--- src/rtl/mac_datapath.sv ---
// Multiply-accumulate datapath for a fixed-point (Q8.8) neural network.
// Reads a neuron/weight pair per cycle, accumulates Q16.16 products, and on
// the last term of a neuron shifts, saturates, activates and writes the
// result back to neuron memory. Recently written values are forwarded to
// reads that would otherwise see stale memory data.
module mac_datapath #(
  parameter int DATA_W = 16,
  parameter int FRAC   = 8,
  parameter int ACC_W  = 40
) (
  input  logic              clk,
  input  logic              reset,
  input  logic [11:0]       input_neuron_addr,
  input  logic [15:0]       input_weight_addr,
  input  logic [11:0]       output_neuron_addr,
  input  logic              reset_mult_acc,
  input  logic              write_neuron,
  input  logic              done,
  output logic [11:0]       neuron_rd_addr,
  input  logic [DATA_W-1:0] neuron_rd_data,
  output logic [15:0]       weight_rd_addr,
  input  logic [DATA_W-1:0] weight_rd_data,
  output logic              neuron_wr_en,
  output logic [11:0]       neuron_wr_addr,
  output logic [DATA_W-1:0] neuron_wr_data,
  output logic              result_valid,
  output logic [DATA_W-1:0] result_data,
  output logic              sat_flag
);

  localparam int PROD_W = 2 * DATA_W;
  localparam logic signed [ACC_W-1:0] SAT_MAX = {{(ACC_W-DATA_W+1){1'b0}}, {(DATA_W-1){1'b1}}};
  localparam logic signed [ACC_W-1:0] SAT_MIN = {{(ACC_W-DATA_W+1){1'b1}}, {(DATA_W-1){1'b0}}};

  // Control aligned with the read data (one cycle behind the address)
  logic              r_rst_acc;
  logic              r_wr;
  logic              r_done;
  logic [11:0]       r_out_addr;
  // Forwarding capture for the read issued last cycle
  logic              r_fwd_sel;
  logic [DATA_W-1:0] r_fwd_data;
  // Accumulator
  logic signed [ACC_W-1:0] r_acc;
  logic              r_clr_next;
  // Write register and results
  logic              r_wr_en;
  logic [11:0]       r_wr_addr;
  logic [DATA_W-1:0] r_wr_data;
  logic              r_wr_final;
  logic              r_result_valid;
  logic [DATA_W-1:0] r_result_data;
  logic              r_sat;

  logic signed [DATA_W-1:0] w_n_op;
  logic signed [PROD_W-1:0] w_n_ext;
  logic signed [PROD_W-1:0] w_w_ext;
  logic signed [PROD_W-1:0] w_prod;
  logic signed [ACC_W-1:0]  w_prod_ext;
  logic signed [ACC_W-1:0]  w_base;
  logic signed [ACC_W-1:0]  w_sum;
  logic signed [ACC_W-1:0]  w_shift;
  logic                     w_hi;
  logic                     w_lo;
  logic [DATA_W-1:0]        w_clamped;
  logic [DATA_W-1:0]        w_result;
  logic                     w_fwd_new;
  logic                     w_fwd_old;
  logic                     w_final_layer;

  assign neuron_rd_addr = input_neuron_addr;
  assign weight_rd_addr = input_weight_addr;

  assign neuron_wr_en   = r_wr_en;
  assign neuron_wr_addr = r_wr_addr;
  assign neuron_wr_data = r_wr_data;
  assign result_valid   = r_result_valid;
  assign result_data    = r_result_data;
  assign sat_flag       = r_sat;

  // A read matching the value being loaded this cycle takes priority over the
  // older value already sitting in the write register.
  assign w_fwd_new = r_wr && (r_out_addr == input_neuron_addr);
  assign w_fwd_old = r_wr_en && (r_wr_addr == input_neuron_addr);

  assign w_n_op     = r_fwd_sel ? r_fwd_data : neuron_rd_data;
  assign w_n_ext    = {{DATA_W{w_n_op[DATA_W-1]}}, w_n_op};
  assign w_w_ext    = {{DATA_W{weight_rd_data[DATA_W-1]}}, weight_rd_data};
  assign w_prod     = w_n_ext * w_w_ext;
  assign w_prod_ext = {{(ACC_W-PROD_W){w_prod[PROD_W-1]}}, w_prod};
  assign w_base     = r_clr_next ? '0 : r_acc;
  assign w_sum      = w_base + w_prod_ext;
  assign w_shift    = w_sum >>> FRAC;
  assign w_final_layer = (r_out_addr[11:10] == 2'b11);

  // Saturate the Q8.8 result, then apply ReLU on hidden layers
  always_comb begin
    w_hi      = (w_shift > SAT_MAX);
    w_lo      = (w_shift < SAT_MIN);
    w_clamped = w_shift[DATA_W-1:0];
    if (w_hi) begin
      w_clamped = SAT_MAX[DATA_W-1:0];
    end else if (w_lo) begin
      w_clamped = SAT_MIN[DATA_W-1:0];
    end
    w_result = w_clamped;
    if (!w_final_layer && w_clamped[DATA_W-1]) begin
      w_result = '0;
    end
  end

  // Align control with read data; an empty slot after reset behaves as a discard
  always_ff @(posedge clk or negedge reset) begin
    if (!reset) begin
      r_rst_acc  <= 1'b1;
      r_wr       <= 1'b0;
      r_done     <= 1'b0;
      r_out_addr <= '0;
      r_fwd_sel  <= 1'b0;
      r_fwd_data <= '0;
    end else begin
      r_rst_acc  <= reset_mult_acc;
      r_wr       <= write_neuron;
      r_done     <= done;
      r_out_addr <= output_neuron_addr;
      r_fwd_sel  <= w_fwd_new || w_fwd_old;
      r_fwd_data <= w_fwd_new ? w_result : r_wr_data;
    end
  end

  // Accumulate terms; a write term ends the neuron so the next sum starts at zero
  always_ff @(posedge clk or negedge reset) begin
    if (!reset) begin
      r_acc      <= '0;
      r_clr_next <= 1'b1;
    end else if (r_rst_acc && !r_wr) begin
      r_acc <= '0;
    end else begin
      r_acc      <= w_sum;
      r_clr_next <= r_wr;
    end
  end

  // Write register: one-cycle write pulse two cycles after write_neuron
  always_ff @(posedge clk or negedge reset) begin
    if (!reset) begin
      r_wr_en    <= 1'b0;
      r_wr_addr  <= '0;
      r_wr_data  <= '0;
      r_wr_final <= 1'b0;
    end else begin
      r_wr_en <= r_wr;
      if (r_wr) begin
        r_wr_addr  <= r_out_addr;
        r_wr_data  <= w_result;
        r_wr_final <= r_done && w_final_layer;
      end
    end
  end

  // Capture the final network output once; it stays until reset
  always_ff @(posedge clk or negedge reset) begin
    if (!reset) begin
      r_result_valid <= 1'b0;
      r_result_data  <= '0;
    end else if (r_wr_en && r_wr_final && !r_result_valid) begin
      r_result_valid <= 1'b1;
      r_result_data  <= r_wr_data;
    end
  end

  // Sticky saturation indicator
  always_ff @(posedge clk or negedge reset) begin
    if (!reset) begin
      r_sat <= 1'b0;
    end else if (r_wr && (w_hi || w_lo)) begin
      r_sat <= 1'b1;
    end
  end

endmodule

--- config.mk ---
export PLATFORM = sky130hd
export DESIGN_NAME = mac_datapath
export DESIGN_NICKNAME = d
export VERILOG_FILES = /design/src/rtl/mac_datapath.sv
export SDC_FILE = /design/constraint.sdc
export NUM_CORES = 1
export LEC_CHECK = 0
export BUFFER_PORTS_ARGS = -buffer_cell sky130_fd_sc_hd__buf_2
export CAP_MARGIN = 20
export CORE_MARGIN = 10
export CORE_UTILIZATION = 42
export DETAILED_ROUTE_END_ITERATION = 7
export PLACE_DENSITY = 0.58
export SLEW_MARGIN = 20
export SYNTH_ARGS = -nofsm -noshare
export SYNTH_HDL_FRONTEND = slang
export SYNTH_SLANG_ARGS = --single-unit
--- constraint.sdc ---
create_clock -name clk -period 23.4 [get_ports clk]
set_clock_uncertainty 0.15 [all_clocks]
set_input_delay 2.34 -clock clk [delete_from_list [all_inputs] [get_ports clk]]
set_output_delay 2.34 -clock clk [all_outputs]
set_load 0.05 [all_outputs]
==> results_dict.tcl <==
set metrics [dict create \
    final-setup-viol-count 0 \
    drc 0 \
    required_ps 23580 \
    cpPeakStageDelay_ps 800 \
    place.port_buffers 119 \
    max_slew_margin 0.372 \
    first_pass_iters 6 \
    min_path_type "reg -> reg" \
    vias_per_cell 4.95 \
    holdWs_ps 333 \
    synthArstFlopShare 1.00 \
    synth_warnings 0 \
    cts.reportedPaths.clkPinSlew_ps 60 \
    clock_sinks 121 \
    yosysTopAreaCell "fa_1" \
    grt_pass1_wl_um 75100 \
    synth_simple_gate_area_frac 0.146 \
    cp_data_arrival_time_ps 10570 \
    synth_fa_ha_area_frac 0.441 \
    grt_max_degree 72 \
    clkLatencyLatePin_ps 420 \
    cts_hold_buf 0 \
    synth.cell_area_um2 18300 \
    gp_congestion 0.885 \
    reg2regPathDepth 25 \
    drv_slew 0 \
    cts_setup_buffers 0 \
    synth.area.top_cells "fa_1, dfrtp_1, inv_1" \
    cts_resized 0 \
    grt.overflow.total 0 \
    synth_top_area_frac 0.362 \
    synth-seq-cells 121 \
    numCtsBuffers 17 \
    worstPathMaxFanout 16 \
    fin_setup_tns_ps 0 \
    worstHoldStart "result_data[6]" \
    avgSynthCellArea_um2 9.55 \
    synth_mux_area_frac 0.0223 \
    start_util 0.425 \
    dpl.hpwl_um 38100 \
    synth_edf_count 0 \
    place_area_um2 19100 \
    outcome "complete, no violations" \
    wl_um 44300 \
    clock.fmax_ghz 0.0963 \
    clockBufferDepth 2 \
    grt.total_usage 0.176 \
    r2r-end "r_fwd_data[3]" \
    rsz0062_at_grt "no" \
    drtIter0Drc 663 \
    synth-main-ff-cell "dfrtp_1" \
    hold_depth 2 \
    cts_root_buffer "clkbuf_16" \
    wl_per_cell_um 17.3 \
    nets 2478 \
    core-area_um2 43000 \
    synth_top_family_by_area "adder cells" \
    worstHoldEndpoint "result_data[6]" \
    r2r-start "r_fwd_sel" \
    max-cap-violations 0 \
    die_area_um2 52200 \
    area_growth_pct 7.81 \
    num_rows 76 \
    worst_pin_slew_ps 939 \
    die_height_um 228 \
    ys_seq_area_frac 0.166 \
    ff2ff_setup_slack_ps 14020 \
    nFillCells 4232 \
    cts_tree "yes" \
    finalHoldViolCount 0 \
    antenna_found_initial 0 \
    stdcell_area_um2 19700 \
    synthXorXnorAreaFrac 0.0283 \
    crit_type "in -> reg" \
    drive_gt1_frac 0.117 \
    ys_types 79 \
    ant_nets 0 \
    syn_nets 2434 \
    crit_slowest_cell "a311oi_4" \
    grt_pass1_vias 13774 \
    io_pins 152 \
    synth_cells 1912 \
    dieWidth_um 228 \
    cts_max_level 4 \
    vias 12656 \
    crit_top_cell "fa_1" \
    critPathLaunchType "primary input" \
    fin_crit_sh 0.444 \
    worst_setup_path_end_kind "flip-flop" \
    synth_compound_area_frac 0.0810 \
    fin_crit_ps 10390 \
]
flip-flops by register name, summed over array words and instances (netlist names):
signal and cells:
r_out_addr 12, r_done 1, r_wr 1, r_fwd_sel 1, r_acc 40, r_fwd_data 16, result_valid 1, sat_flag 1
neuron_wr_data 16, r_wr_final 1, r_rst_acc 1, result_data 16, neuron_wr_addr 12, r_clr_next 1, neuron_wr_en 1
synth_stat cells (13+ instances only):
master	number
and2_1	115
fa_1	330
nand2_1	187
a21o_1	16
ha_1	115
mux2_2	29
buf_4	30
xor2_1	25
dfrtp_1	119
nor2b_1	58
nor2_1	79
a21oi_1	47
o221ai_1	16
o21ai_0	42
o21ai_1	15
inv_1	416
nor3_1	13
nand4_1	16
xnor2_1	34
clkbuf_1	51
kinds of logic (layout without fill, tap and decap cells):
| group | after synthesis | count (layout) |
|---|---|---|
| AO/OA/AOI/OAI | 207 | 207 |
| XOR/XNOR | 59 | 59 |
| adder cells (fa/ha/maj) | 445 | 445 |
| buffers and inverters | 518 | 575 |
| flip-flops | 121 | 121 |
| multiplexers | 37 | 37 |
| other | 0 | 1 |
| AND/OR/NAND/NOR | 525 | 525 |
per-stage QoR:
step	cells	setup slack, ps	utilization
floorplan	1912	13680	-
global placement	2522	12750	0.444
detailed placement	2522	12560	0.444
CTS	2554	12990	0.458
global route	2554	12520	0.458
finish	2555	13010	0.458
final cells by class:
cell class,count,area (um2),area share
multi-input cells,1273,13100,0.666
flip-flops and latches,121,3030,0.154
repair buffers,127,658,0.0334
clock inverters,13,136,0.00693
well taps,585,732,0.0372
diodes,1,2.50,0.000127
inverters,416,1560,0.0793
clock buffers,19,443,0.0225
placed cells by master, fill, tap and decap left out, types with 11 or more instances in the layout:
cell	instances
a21o_1	16
a21oi_1	47
a21oi_2	11
and2_1	115
buf_2	118
clkbuf_16	17
dfrtp_1	119
fa_1	330
ha_1	115
inv_1	416
mux2_2	29
nand2_1	187
nand4_1	16
nor2_1	79
nor2b_1	57
nor3_1	13
o21ai_0	42
o21ai_1	15
o221ai_1	16
xnor2_1	34
xor2_1	25
per-layer routing:
| layer | wire [um] | part of all wire | vias up | GRT usage |
|---|---|---|---|---|
| met1 | 21200 | 0.48 | 6452 | 0.249 |
| li1 | - | - | 5922 | - |
| met3 | 1800 | 0.041 | 26 | 0.0231 |
| met5 | 0 | 0 | - | 0 |
| met4 | 448 | 0.010 | 0 | 0.0317 |
| met2 | 20900 | 0.47 | 256 | 0.287 |
worst max-delay path, delay by kind of cell:
kind	cells	cell delay [ps]
AOI/OAI and AO/OA	5	1750
and+or+nand+nor	6	850
muxes	2	760
adders and majority gates	7	4090
buffers and inverters	6	740
worst max path at each step:
stage                         end                from  slack [ps]
2_1_floorplan  neuron_wr_data[10]  neuron_rd_data[15]       13680
3_3_place_gp        r_fwd_data[4]  neuron_rd_data[15]       12750
3_5_place_dp        r_fwd_data[3]  neuron_rd_data[15]       12560
4_1_cts             r_fwd_data[3]  neuron_rd_data[15]       12990
5_1_grt             r_fwd_data[3]  neuron_rd_data[15]       12520
6_report            r_fwd_data[3]  neuron_rd_data[15]       13010
Power is left out: the tool's default activity adds up to more than one toggle a clock period on the data nets, which glitch-free logic cannot reach.
